`src/rtl/pid_pkg.sv`:
```
// Shared widths, stage-1 term bundle and the signed saturate helper for the pid_gen heading controller.
package pid_pkg;

  localparam int DEF_ERR_W     = 12;
  localparam int DEF_ERR_SAT_W = 10;
  localparam int DEF_FRWRD_W   = 10;
  localparam int DEF_SPD_W     = 11;
  localparam int DEF_GAIN_W    = 5;
  localparam int DEF_INTEG_W   = 18;
  localparam int DEF_I_SHIFT   = 6;
  localparam int DEF_D_DEPTH   = 2;
  localparam int DEF_D_SAT_W   = 8;
  localparam int DEF_SUM_W     = 17;

  // Each term is held at sum width so the stage-2 add needs no per-term extension.
  typedef struct packed {
    logic signed [DEF_SUM_W-1:0] p;
    logic signed [DEF_SUM_W-1:0] i;
    logic signed [DEF_SUM_W-1:0] d;
  } terms_t;

  // Clamp a 32-bit signed value into the range of a w-bit signed number.
  function automatic logic signed [31:0] sat_s(input logic signed [31:0] v, input int w);
    logic signed [31:0] hi;
    logic signed [31:0] lo;
    hi = (32'sd1 <<< (w - 1)) - 32'sd1;
    lo = -hi - 32'sd1;
    if (v > hi)      return hi;
    else if (v < lo) return lo;
    else             return v;
  endfunction

endpackage

```
`src/rtl/pid_err_hist.sv`:
```
// Saturated-error history: DEPTH-entry shift register, shifts on accepted samples, synchronous clear.
// One-cycle update; no flow control, oldest entry is always visible.
module pid_err_hist #(
  parameter int W     = 10,
  parameter int DEPTH = 2
) (
  input  logic                clk,
  input  logic                rst,
  input  logic                clr,
  input  logic                shift,
  input  logic signed [W-1:0] din,
  output logic signed [W-1:0] oldest
);

  logic signed [W-1:0] hist [DEPTH];

  always_ff @(posedge clk) begin
    if (rst || clr) begin
      for (int i = 0; i < DEPTH; i++) hist[i] <= '0;
    end else if (shift) begin
      hist[0] <= din;
      for (int i = 1; i < DEPTH; i++) hist[i] <= hist[i-1];
    end
  end

  assign oldest = hist[DEPTH-1];

endmodule

```
`src/rtl/pid_gen.sv`:
```
// PID heading controller: two-stage pipeline, speeds and out_vld follow an accepted sample by one edge;
// no backpressure, one sample per cycle. Derivative term present only when PID_DTERM_EN is defined.
module pid_gen
  import pid_pkg::*;
#(
  parameter int ERR_W     = DEF_ERR_W,
  parameter int ERR_SAT_W = DEF_ERR_SAT_W,
  parameter int FRWRD_W   = DEF_FRWRD_W,
  parameter int SPD_W     = DEF_SPD_W,
  parameter int GAIN_W    = DEF_GAIN_W,
  parameter int INTEG_W   = DEF_INTEG_W,
  parameter int I_SHIFT   = DEF_I_SHIFT,
  parameter int D_DEPTH   = DEF_D_DEPTH,
  parameter int D_SAT_W   = DEF_D_SAT_W,
  parameter int SUM_W     = DEF_SUM_W
) (
  input  logic                    clk,
  input  logic                    rst,
  input  logic                    moving,
  input  logic                    err_vld,
  input  logic signed [ERR_W-1:0] error,
  input  logic [FRWRD_W-1:0]      frwrd,
  input  logic [GAIN_W-1:0]       kp,
  input  logic [GAIN_W-1:0]       kd,
  output logic signed [SPD_W-1:0] lft_spd,
  output logic signed [SPD_W-1:0] rght_spd,
  output logic                    out_vld
);

  logic                        accept;
  logic signed [ERR_SAT_W-1:0] err_sat;
  logic signed [INTEG_W-1:0]   integ;
  logic signed [INTEG_W-1:0]   integ_nxt;
  logic signed [SUM_W-1:0]     sum;
  logic signed [SPD_W-1:0]     lft_nxt;
  logic signed [SPD_W-1:0]     rght_nxt;
  logic                        s1_vld;
  terms_t                      terms;
  terms_t                      terms_nxt;
  logic signed [31:0]          t_err, t_p, t_int, t_i, t_d, t_sum, t_pid, t_l, t_r;
  logic                        unused_bits;

  assign accept = err_vld && moving;

`ifdef PID_DTERM_EN
  logic signed [ERR_SAT_W-1:0] hist_old;

  pid_err_hist #(
    .W     (ERR_SAT_W),
    .DEPTH (D_DEPTH)
  ) u_hist (
    .clk    (clk),
    .rst    (rst),
    .clr    (!moving),
    .shift  (accept),
    .din    (err_sat),
    .oldest (hist_old)
  );
`else
  logic unused_kd;
  assign unused_kd = ^kd;
`endif

  always_comb begin
    t_err     = sat_s(32'(error), ERR_SAT_W);
    err_sat   = t_err[ERR_SAT_W-1:0];
    t_p       = 32'(err_sat) * $signed(32'(kp));
    t_int     = sat_s(32'(integ) + 32'(err_sat), INTEG_W);
    integ_nxt = t_int[INTEG_W-1:0];
    t_i       = 32'(integ_nxt) >>> I_SHIFT;
`ifdef PID_DTERM_EN
    // History is read before this sample shifts in, so the difference spans D_DEPTH samples.
    t_d       = sat_s(32'(err_sat) - 32'(hist_old), D_SAT_W) * $signed(32'(kd));
`else
    t_d       = '0;
`endif
    terms_nxt.p = t_p[SUM_W-1:0];
    terms_nxt.i = t_i[SUM_W-1:0];
    terms_nxt.d = t_d[SUM_W-1:0];

    t_sum    = 32'(terms.p) + 32'(terms.i) + 32'(terms.d);
    sum      = t_sum[SUM_W-1:0];
    t_pid    = 32'(sum) >>> 3;
    t_l      = sat_s($signed(32'(frwrd)) + t_pid, SPD_W);
    t_r      = sat_s($signed(32'(frwrd)) - t_pid, SPD_W);
    lft_nxt  = t_l[SPD_W-1:0];
    rght_nxt = t_r[SPD_W-1:0];
  end

  assign unused_bits = ^{t_err[31:ERR_SAT_W], t_p[31:SUM_W], t_int[31:INTEG_W], t_i[31:SUM_W],
                         t_d[31:SUM_W], t_sum[31:SUM_W], t_l[31:SPD_W], t_r[31:SPD_W]};

  always_ff @(posedge clk) begin
    if (rst) begin
      integ    <= '0;
      terms    <= '0;
      s1_vld   <= 1'b0;
      lft_spd  <= '0;
      rght_spd <= '0;
      out_vld  <= 1'b0;
    end else begin
      s1_vld  <= accept;
      out_vld <= s1_vld;
      // A stopped robot drops all accumulated state, even if a sample arrives on the same edge.
      if (!moving) begin
        integ <= '0;
        terms <= '0;
      end else if (err_vld) begin
        integ <= integ_nxt;
        terms <= terms_nxt;
      end
      lft_spd  <= moving ? lft_nxt  : '0;
      rght_spd <= moving ? rght_nxt : '0;
    end
  end

endmodule

```
`config.mk`:
```
export PLATFORM = sky130hd
export DESIGN_NAME = pid_gen
export DESIGN_NICKNAME = d
export VERILOG_FILES = /design/src/rtl/pid_pkg.sv /design/src/rtl/pid_err_hist.sv /design/src/rtl/pid_gen.sv
export SDC_FILE = /design/constraint.sdc
export NUM_CORES = 1
export LEC_CHECK = 0
export ABC_AREA = 1
export CAP_MARGIN = 20
export CELL_PAD_IN_SITES_DETAIL_PLACEMENT = 1
export CELL_PAD_IN_SITES_GLOBAL_PLACEMENT = 2
export CORE_MARGIN = 2
export CORE_UTILIZATION = 30
export CTS_CLUSTER_DIAMETER = 60
export DETAILED_ROUTE_END_ITERATION = 12
export PLACE_DENSITY_LB_ADDON = 0.1
export SYNTH_ARGS = -nofsm -noshare
export SYNTH_HDL_FRONTEND = slang
export SYNTH_HIERARCHICAL = 1
export SYNTH_SLANG_ARGS = --single-unit
```
`constraint.sdc`:
```
create_clock -name clk -period 5.1 [get_ports clk]
set_input_delay 1.275 -clock clk [delete_from_list [all_inputs] [get_ports clk]]
set_output_delay 1.275 -clock clk [all_outputs]
set_load 0.05 [all_outputs]
```
Yosys cells after proc, flatten, opt, wreduce, memory -nomap -nowiden

Index checks and enable logic that the tools add are counted.

Equal/unequal tests: 0
Add/subtract/negate cells: 4
Div/mod/pow operators: 0
Magnitude comparators: 8
Reduce and logical (&&, ||, !) cells: 4
$mul: 1
Mux-type cells: 8
Bitwise gates (word level): 1
Shift-type cells: 0

Operators by type and width:

| kind                                                            | number |
|---|---|
| two-way mux 10 bit                                              | 4 |
| two-way mux 18 bit                                              | 2 |
| greater-than comparator 15 x 11 -> 1 bit, second input constant | 2 |
| less-than comparator 15 x 11 -> 1 bit, second input constant    | 2 |
| two-way mux 11 bit                                              | 2 |
| adder 18 x 10 -> 19 bit                                         | 1 |
| greater-than comparator 19 x 18 -> 1 bit, second input constant | 1 |
| less-than comparator 19 x 18 -> 1 bit, second input constant    | 1 |
| adder 16 x 12 -> 17 bit                                         | 1 |
| multiplier 10 x 6 -> 16 bit                                     | 1 |
| adder 11 x 14 -> 15 bit                                         | 1 |
| subtractor 11 x 14 -> 15 bit                                    | 1 |
| greater-than comparator 12 x 10 -> 1 bit, second input constant | 1 |
| less-than comparator 12 x 10 -> 1 bit, second input constant    | 1 |
| OR reduction 3 bit                                              | 2 |
| OR reduction 2 bit                                              | 1 |
| logical AND 1 bit                                               | 1 |
| NOT 1 bit                                                       | 1 |

Output and inout port bits: 23
Input port bits: 36
Latch bits: 0
Register bits: 70
ROM bits: 0
Logic and storage cells: 35
Memory bits (writable): 0
Memories kept: 0

Logic depth before layout (Yosys ltp)

Gate-level depths: netlist of run 1.

Depth in word-level cells: 7
Depth in mapped cells: 28

Least setup slack after synthesis of run 1

Ideal clock, no wire load.

Kind: input to register
Start point: input error[9]
End point: register, netlist name terms[49]
Required time: 4.991 ns
Stages: 21
Setup slack: 0.018 ns
Arrival time: 4.973 ns
Cells stage by stage: o21ai_0 inv_1 o21ai_0 nor2_1 fa_1 inv_1 fa_1 fa_1 inv_1 ha_1 a21oi_1 o21ai_0 a21oi_1 o21ai_0 nand2_1 nand2_1 a21oi_1 a21oi_1 o21ai_0 nand2_1 inv_1

Longest elaborated chain between the ends: 4

Ends and longest elaborated chain:

| item                                  | line          | source |
|---|---|---|
| from (decl)                           | pid_gen.sv:21 | `input logic signed [ERR_W-1:0] error,` |
| less-than comparator 12 x 10 -> 1 bit | pid_pkg.sv:29 | `else if (v < lo) return lo;` |
| two-way mux 10 bit                    | pid_pkg.sv:29 |  |
| two-way mux 10 bit (*)                | pid_pkg.sv:28 | `if (v > hi) return hi;` |
| multiplier 10 x 6 -> 16 bit (*)       | pid_gen.sv:67 | `t_p = 32'(err_sat) * $signed(32'(kp));` |

Mark *: on every way between the ends. The rest lies on a longest branch, timed or not.
A chain may end at the register's enable or synchronous reset.

Final worst setup path of run 1

Start point: input kp[1]
End point: register terms[46] (netlist name)

Longest elaborated chain between the ends: 1

Ends and longest elaborated chain:

| item                        | line           | source |
|---|---|---|
| from (decl)                 | pid_gen.sv:23  | `input logic [GAIN_W-1:0] kp,` |
| multiplier 10 x 6 -> 16 bit | pid_gen.sv:67  |  |
| to (signal assigned)        | pid_gen.sv:110 | `terms <= terms_nxt;` |
| to (decl)                   | pid_gen.sv:38  | `terms_t terms;` |

Every way passes these cells.

==> results of run 1 <==
## cell usage after synthesis (2+ instances only)
library cell,instances,area share
o21ai_0,63,0.045
fa_1,34,0.097
clkinv_1,4,0.0021
nor2_1,125,0.067
buf_2,3,0.0021
o21bai_1,6,0.0064
a21o_1,3,0.0032
o211ai_1,3,0.0032
nand4_1,7,0.0062
nor3_1,3,0.0021
nand3_1,49,0.035
nand2_1,260,0.14
nor2_4,3,0.0048
inv_1,194,0.10
ha_1,80,0.14
dfxtp_1,58,0.17
nor2_2,6,0.0053
inv_2,5,0.0027
xor2_1,44,0.055
a31oi_1,2,0.0018
o21ai_1,3,0.0021
xnor2_1,10,0.012
buf_6,2,0.0032
a21oi_1,94,0.067
clkbuf_1,12,0.0064
## worst max-delay path by stage
stage               startpoint                endpoint  slack [ns]  cells past startpoint
floorplan             error[9]  terms[49]$_SDFFE_PP0P_        0.02                     21
global placement     error[11]  terms[49]$_SDFFE_PP0P_       -0.55                     24
detailed placement   error[11]  terms[49]$_SDFFE_PP0P_       -0.57                     24
CTS                  error[11]  terms[49]$_SDFFE_PP0P_       0.005                     25
global route             kp[1]  terms[49]$_SDFFE_PP0P_        0.10                     20
finish                   kp[1]  terms[46]$_SDFFE_PP0P_        0.37                     17
## cell families (layout without fill, tap and decap cells)
kind of cell,Yosys count,in the layout,share of synthesized area
fa+ha+maj,114,114,0.239
xor+xnor,56,56,0.0720
buf+inv,222,336,0.122
simple gates,459,459,0.265
flops,58,58,0.165
compound gates,179,179,0.136
## cell type report
class | instances | share of cell area
clock buffers | 12 | 0.0304
clock inverters | 4 | 0.00286
inverters | 204 | 0.0877
multi-input cells | 808 | 0.586
flip-flops and latches | 58 | 0.133
well taps | 313 | 0.0447
repair buffers | 116 | 0.116
## sequential cells by signal, indices dropped and copies added (netlist names)
signal and count:
s1_vld 1, lft_spd 11, terms 16, out_vld 1
rght_spd 11, integ 18
## power by group through the flow
stage	clock, mW	sequential (mW)	combinational [mW]
global placement	0	0.540	1.50
finish	0.615	0.531	1.57
global route	0.650	0.535	1.80
detailed placement	0	0.542	1.51
floorplan	0	0.639	0.937
CTS	0.637	0.532	1.59
## per-layer routing
layer,up-vias,share of wire,global-route usage
li1,3604,-,-
met1,3098,0.47,0.220
met2,59,0.50,0.323
met3,12,0.019,0.0226
met4,0,0.0085,0.0354
met5,-,0,0
## tightest hold or removal path: cells and delay by family (launching register included)
kind,cells,cell delay (ns)
buf+inv,1,0.08
flops,1,0.30
simple gates,1,0.04
## through the flow
stage          area [sq um]  power [mW]
2_1_floorplan          7020        1.58
3_3_place_gp           8290        2.04
3_5_place_dp           8290        2.05
4_1_cts                8710        2.76
5_1_grt                8760        2.99
6_report               8760        2.72
## what timing repair did
item                       4_1_cts  5_1_grt
buffers inserted                 4        1
pin swaps                        5        9
hold buffers                     0        0
setup endpoints to repair        6        9
cloned                           0        0
gates resized for setup         24       19
==> impl_metrics.yaml, run 1 <==
logic_synthesis:
  async_flop_share: 0
  synth-seq-cells: 58
  synth-edff-count: 0
  synth_seq_area_share: 0.165
  yosys_warnings: 6
  syn_inst: 1088
  syn-cell-area_sq_um: 7020
  syn_area_per_cell_sq_um: 6.45
  ys_types: 40
  synth_nets: 1238
  synth_ff_type: "dfxtp_1"
flow_run:
  drv_cap: 0
setup_path:
  worstPathRequired_ns: 5.33
  ff2ff_path_depth: 24
  cp_cell_sequence: "clkdlybuf4s50_1, clkinv_1, nor2_1, fa_1, inv_1, fa_1, fa_1, inv_1, ha_4, a21oi_1, nand2_2, a21o_1, a21o_1, a21oi_2, xnor2_1, o21ai_0, inv_1"
  start_kind: "input pin"
  critPathSlowestCell: "fa_1"
  r2r_slack_ns: 0.85
  critPathTopFamily: "adder cells"
  r2r-end: "rght_spd[6]$_SDFF_PP0_"
  critPathBufInv: 5
  crit_arrival_ns: 4.96
  critical_path.max_fanout: 7
  crit_type: "in -> reg"
  max_stage_delay_ns: 0.54
  end_kind: "flip-flop"
  r2r-start: "integ[11]$_SDFFE_PP0P_"
power_and_ir_drop:
  pwr-share-clk: 0.227
  switchingPower_mw: 1.20
  switching_share: 0.442
  power.leakage_nw: 4.71
  power_frac_comb: 0.578
  ir_worst_vdd_mv: 0.122
  powerDensity_nw_per_um2: 310
  pwr-share-seq: 0.195
  p_int_mw: 1.52
place:
  hpwlAfterDp_microns: 16900
  place_congestion: 0.787
  placed_cells: 1494
  port_buffers: 53
  pre_cts_ws_ns: -0.572
sta:
  min_period_over_period: 0.927
  tns_ns: 0
  holdWs_ns: 0.462
  maxSlewViolCount: 0
  setup_viol: 0
  hold_viol: 0
  clock_skew_ns: 0.0138
  max_freq_mhz: 212
  tightest_slew_ns: 0.724
  layout_setup_ws_ns: 0.374
  relSlewSlack: 0.516
  rsz0062_at_grt: "no"
  period_minus_slack_ns: 4.73
cells_and_area:
  final_net_count: 1347
  antenna_cells: 0
  area_growth_pct: 24.7
  num-fill-cells: 2941
  final_util: 0.385
  final_cell_mix: "259 x nand2_1, 191 x inv_1, 119 x nor2_1"
  drive_gt1_frac: 0.105
  final_common_cell: "nand2_1"
  register_area_sq_um: 1160
  multiInputGateArea_sq_um: 5130
  fin_cells: 1515
min_path:
  hold_depth: 2
  hp-start: "s1_vld$_SDFF_PP0_"
  hp-class: "reg -> reg"
  hold_end: "out_vld$_SDFF_PP0_"
floorplanning:
  placementRows: 55
  fp.dieH_microns: 157
  start_util: 0.308
  num_io_pins: 59
  die-area_sq_um: 24700
  core-area_sq_um: 22800
  die_w_microns: 157
grt:
  grt.total_usage: 0.176
  grt-ovfl-total: 0
  antenna_found_initial: 0
  grt_pass1_vias: 6971
  grt_max_degree: 38
  grt_pass1_wl_microns: 34600
cts:
  clock_sinks: 58
  clock_latency_ns: 0.35
  cts_tree: "yes"
  h-tree-depth: 3
  clk_pin_slew_worst_paths_ns: 0.06
  cts_root_buffer: "clkbuf_16"
  numCtsBuffers: 9
  cts_buffer_depth: 2
routing:
  dr_total_vias: 6773
  dr.pass1.iters: 6
  drc: 0
  drt_iter0_drc: 153
  drt_wl_total_microns: 20400
  via_per_inst: 4.47
  wire_per_inst_microns: 13.5
  ant_nets: 0
run_status:
  outcome: "finished, final reports clean"
(Power assumes the default switching activity.)
==> run 2: changes to the inputs <==
Settings changed: CTS_BUF_LIST set to sky130_fd_sc_hd__clkbuf_2.
==> impl_metrics.yaml, run 2 (synthesized netlist as in run 1, its figures left out) <==
floorplanning:
  fp.dieH_microns: 157
  placementRows: 55
  core-area_sq_um: 22800
  num_io_pins: 59
  die-area_sq_um: 24700
  start_util: 0.308
  die_w_microns: 157
cells_and_area:
  register_area_sq_um: 1160
  reg.largest.list: "integ: 18 flops, terms: 16 flops"
  final_util: 0.373
  final_cell_mix: "259 x nand2_1, 192 x inv_1, 122 x nor2_1"
  final_common_cell: "nand2_1"
  largest_reg_flops: 18
  design_area_sq_um: 8510
  drive_gt1_frac: 0.0950
  fin_cells: 1514
  final_net_count: 1345
  area_growth_pct: 21.1
  top_register: "integ"
  num-fill-cells: 2975
  multiInputGateArea_sq_um: 5110
place:
  placed_cells: 1494
  pre_cts_ws_ns: -0.572
  dpl-instance-area_sq_um: 8290
  port_buffers: 53
  hpwlAfterDp_microns: 16900
  place_congestion: 0.787
routing:
  dr_total_vias: 6770
  via_per_inst: 4.47
  drt_wl_total_microns: 20400
  drc: 0
  dr.pass1.iters: 4
  drt_iter0_drc: 161
  wire_per_inst_microns: 13.5
  ant_nets: 0
sta:
  hold_viol: 0
  maxSlewViolCount: 0
  layout_setup_ws_ns: 0.176
  max_freq_mhz: 203
  min_period_over_period: 0.965
  tightest_slew_ns: 0.723
  setup_viol: 0
  period_minus_slack_ns: 4.92
  relSlewSlack: 0.517
  clock_skew_ns: 0.0486
grt:
  grt-ovfl-total: 0
  grt_pass1_wl_microns: 34200
  antenna_found_initial: 1
  grt_max_degree: 38
  grt.total_usage: 0.174
  grt_pass1_vias: 6892
cts:
  cts_root_buffer: "clkbuf_2"
  numCtsBuffers: 9
  clock_latency_ns: 0.57
  cts_tree: "yes"
  cts_buffer_depth: 2
  h-tree-depth: 3
  ctsHoldBuffers: 0
  clk_pin_slew_worst_paths_ns: 0.20
  clock_sinks: 58
power_and_ir_drop:
  power_frac_comb: 0.663
  p_total_mw: 2.37
  powerDensity_nw_per_um2: 279
  ir_worst_vdd_mv: 0.0854
  switching_share: 0.491
  pwr-share-clk: 0.114
  p_int_mw: 1.21
  power.leakage_nw: 4.58
  switchingPower_mw: 1.17
  pwr-share-seq: 0.224
setup_path:
  end_kind: "flip-flop"
  startpoint: "error[11]"
  crit_end: "terms[46]$_SDFFE_PP0P_"
  crit_type: "in -> reg"
  critPathBufInv: 8
  timing.critical_path.depth: 22
  critical_path.max_fanout: 7
  cp_common_cell: "inv_1"
  critPathTopFamily: "adder cells"
  r2r_slack_ns: 0.85
  worstPathRequired_ns: 5.55
  r2r-start: "integ[11]$_SDFFE_PP0P_"
  critPathSlowestCell: "fa_1"
  max_stage_delay_ns: 0.52
  start_kind: "input pin"
  r2r-end: "rght_spd[0]$_SDFF_PP0_"
  crit_arrival_ns: 5.37
  cp_cell_sequence: "clkdlybuf4s50_1, inv_2, o21ai_0, inv_1, o21ai_1, buf_4, nor2_1, fa_1, fa_1, inv_1, fa_1, inv_1, ha_1, buf_4, nand2_1, nor2_1, a21o_1, a21o_1, a21oi_1, xnor2_1, o21ai_0, inv_1"
  ff2ff_path_depth: 24
min_path:
  hp-class: "reg -> reg"
flow_run:
  drv_cap: 0
run_status:
  outcome: "finished, final reports clean"
==> run 2: cell count changes in the layout (fill, tap and decap cells not counted), moves of 5 or more <==
cell       delta
clkbuf_2      +9
clkbuf_16     -9
o21ai_1       -5
o21ai_0       +5
==> run 2: power by group through the flow <==
stage | Combinational [mW] | Clock (mW) | Sequential, mW
final | 1.57 | 0.270 | 0.530
after global routing | 1.80 | 0.308 | 0.536
after CTS | 1.52 | 0.294 | 0.532
after detailed placement | 1.51 | 0 | 0.542
after global placement | 1.50 | 0 | 0.540
after floorplan | 0.937 | 0 | 0.639
==> run 2: cell type report <==
cell class                 count  share of cell area
tap                          313              0.0460
clock buffer                   9             0.00530
timing repair buffer         114               0.116
multi-input combinational    808               0.601
inverter                     204              0.0903
clock inverter                 7             0.00427
sequential                    58               0.137
antenna                        1            0.000294
==> run 2: timing repair <==
item / in CTS / in global routing
buffers inserted: 0 / 3
gates resized for setup: 0 / 27
endpoints found under the setup margin: 0 / 7
endpoints found under the hold margin: 0 / 0
==> run 2: worst min-delay path by stage <==
| stage | from | to | slack (ns) | cells after the start |
|---|---|---|---|---|
| 6_report | s1_vld$_SDFF_PP0_ | out_vld$_SDFF_PP0_ | 0.47 | 2 |
| 5_1_grt | s1_vld$_SDFF_PP0_ | out_vld$_SDFF_PP0_ | 0.49 | 2 |
| 4_1_cts | s1_vld$_SDFF_PP0_ | out_vld$_SDFF_PP0_ | 0.46 | 2 |
| 3_5_place_dp | s1_vld$_SDFF_PP0_ | out_vld$_SDFF_PP0_ | 0.46 | 2 |
| 3_3_place_gp | s1_vld$_SDFF_PP0_ | out_vld$_SDFF_PP0_ | 0.45 | 2 |
| 2_1_floorplan | s1_vld$_SDFF_PP0_ | out_vld$_SDFF_PP0_ | 0.39 | 2 |
==> run 2: per-stage QoR <==
step	hold WS [ns]	TNS [ns]
2_1_floorplan	0.388	0
3_3_place_gp	0.448	-3.66
3_5_place_dp	0.455	-4.00
4_1_cts	0.464	0
5_1_grt	0.494	-0.00775
6_report	0.467	0
==> run 2: routing by layer <==
metal / share of wire / wire (microns) / vias to the layer above / GRT usage
met5: 0 / 0 / - / 0
met3: 0.022 / 449 / 12 / 0.0259
li1: - / - / 3602 / -
met2: 0.50 / 10200 / 62 / 0.320
met4: 0.0065 / 132 / 0 / 0.0315
met1: 0.47 / 9580 / 3094 / 0.217
==> run 2: worst register-to-register path, delay by kind of cell, from the launching register on <==
kind	cells	cell delay (ns)
adder cells (fa/ha/maj)	2	0.68
flip-flops	1	0.54
AND/OR/NAND/NOR	15	2.03
buffers and inverters	3	0.16
XOR/XNOR	1	0.27
AO/OA/AOI/OAI	3	0.47
==> run 3: changes to the inputs <==
Settings changed: CORE_MARGIN 2 to 4, SETUP_SLACK_MARGIN set to 0.4.
==> impl_metrics.yaml, run 3 (synthesized netlist as in run 1, its figures left out) <==
setup_path:
  crit_arrival_ns: 4.99
  critPathSlowestCell: "fa_1"
  crit_type: "in -> reg"
  cp_cell_sequence: "clkbuf_2, o21ai_4, clkinv_4, buf_12, buf_4, o21ai_4, nor2_1, fa_1, ha_1, inv_1, fa_1, inv_1, buf_4, ha_1, nand3_1, nand2_1, a21o_1, a21o_1, a21oi_2, xnor2_1, o21ai_1, inv_1"
  worstPathRequired_ns: 5.52
  ff2ff_path_depth: 24
  r2r_slack_ns: 0.98
  r2r-end: "rght_spd[0]$_SDFF_PP0_"
  start_kind: "input pin"
  max_stage_delay_ns: 0.53
  cp_common_cell: "inv_1"
  critical_path.max_fanout: 4
  r2r-start: "integ[10]$_SDFFE_PP0P_"
  end_kind: "flip-flop"
cells_and_area:
  largest_reg_flops: 18
  reg.largest.list: "integ: 18 flops, terms: 16 flops"
  design_area_sq_um: 8630
  final_cell_mix: "257 x nand2_1, 191 x inv_1, 117 x nor2_1"
  final_net_count: 1338
  final_common_cell: "nand2_1"
  area_growth_pct: 22.9
  drive_gt1_frac: 0.111
  num-fill-cells: 2978
  top_register: "integ"
cts:
  clk_pin_slew_worst_paths_ns: 0.17
  cts_root_buffer: "clkbuf_2"
  cts_buffer_depth: 2
  cts_tree: "yes"
  ctsHoldBuffers: 0
  numCtsBuffers: 9
  clock_latency_ns: 0.55
  clock_sinks: 58
  h-tree-depth: 3
routing:
  ant_nets: 0
  drc: 0
  dr.pass1.iters: 4
  via_per_inst: 4.51
  drt_iter0_drc: 221
  wire_per_inst_microns: 13.8
  dr_total_vias: 6802
  drt_wl_total_microns: 20700
grt:
  antenna_found_initial: 1
  grt.total_usage: 0.165
  grt_pass1_wl_microns: 34800
  grt_pass1_vias: 7041
  grt-ovfl-total: 0
  grt_max_degree: 38
sta:
  relSlewSlack: 0.517
  holdWs_ns: 0.422
  clock_skew_ns: 0.0582
  tightest_slew_ns: 0.723
  setup_viol: 0
  period_minus_slack_ns: 4.57
  min_period_over_period: 0.896
  maxSlewViolCount: 0
  hold_viol: 0
  rsz0062_at_grt: "yes"
  max_freq_mhz: 219
floorplanning:
  fp.dieH_microns: 161
  num_io_pins: 59
  die-area_sq_um: 25900
  core-area_sq_um: 22800
  start_util: 0.307
  placementRows: 55
  die_w_microns: 161
power_and_ir_drop:
  ir_worst_vdd_mv: 0.0844
  p_int_mw: 1.27
  pwr-share-clk: 0.133
  switching_share: 0.483
  power.leakage_nw: 4.59
  switchingPower_mw: 1.19
  pwr-share-seq: 0.216
  powerDensity_nw_per_um2: 285
  p_total_mw: 2.46
  power_frac_comb: 0.651
run_status:
  outcome: "finished, final reports clean"
min_path:
  hold_depth: 2
  hp-start: "s1_vld$_SDFF_PP0_"
  hold_end: "out_vld$_SDFF_PP0_"
  hp-class: "reg -> reg"
place:
  place_congestion: 0.841
  dpl-instance-area_sq_um: 8370
  hpwlAfterDp_microns: 17200
  port_buffers: 53
flow_run:
  drv_cap: 0
-- run 3: changes by cell type in the layout (fill, tap and decap cells not counted), sizes merged, moves of 2 or more --
cell,change
buf,-7
clkbuf,+4
clkdlybuf4s50,-3
clkinv,-2
-- run 3: worst max path at each step --
| stage | from | to | slack [ns] | depth (start not counted) |
|---|---|---|---|---|
| after detailed placement | error[11] | terms[46]$_SDFFE_PP0P_ | -0.43 | 20 |
| final | error[9] | terms[46]$_SDFFE_PP0P_ | 0.53 | 22 |
| after global routing | error[9] | terms[46]$_SDFFE_PP0P_ | 0.38 | 20 |
| after floorplan | error[9] | terms[49]$_SDFFE_PP0P_ | 0.40 | 21 |
| after CTS | error[10] | terms[46]$_SDFFE_PP0P_ | 0.52 | 19 |
| after global placement | error[11] | terms[49]$_SDFFE_PP0P_ | -0.36 | 23 |
-- run 3: final cells by class --
type / count / area (sq um) / share of cell area
Multi-Input combinational cell: 808 / 5250 / 0.608
Clock buffer: 10 / 50.0 / 0.00580
Clock inverter: 6 / 57.6 / 0.00667
Timing Repair Buffer: 107 / 941 / 0.109
Antenna cell: 1 / 2.50 / 0.000290
Tap cell: 313 / 392 / 0.0454
Sequential cell: 58 / 1160 / 0.135
Inverter: 204 / 779 / 0.0903
-- run 3: routing by layer --
layer  global-route usage  routed length [microns]
met1                0.204                     9540
met2                0.306                    10600
met3               0.0184                      404
met4               0.0384                      223
met5                    0                        0
-- run 3: what timing repair did --
action | CTS | global route
hold endpoints to repair | 0 | 0
setup endpoints to repair | 7 | 9
pin swaps | 6 | 17
resized for setup | 9 | 25
setup buffers | 4 | 5
-- run 3: stage by stage --
step	utilization	instances	setup slack [ns]	TNS (ns)
floorplan	-	1088	0.399	0
global placement	0.366	1481	-0.359	-2.14
detailed placement	0.366	1481	-0.426	-2.91
CTS	0.373	1501	0.517	0
global route	0.378	1507	0.384	0
finish	0.378	1507	0.530	0
-- run 3: power groups by stage --
stage                     combinational, mW  clock, mW  sequential, mW
final                                  1.60      0.328           0.530
after CTS                              1.60      0.347           0.531
after global placement                 1.56          0           0.540
after detailed placement               1.57          0           0.541
after floorplan                        1.00          0           0.639
after global routing                   1.83      0.370           0.538
-- run 3: critical path: cells and delay by family --
family	cells	cell delay, ns
simple gates	3	0.28
xor+xnor	1	0.07
compound gates	6	0.92
fa+ha+maj	4	1.62
buf+inv	8	0.81
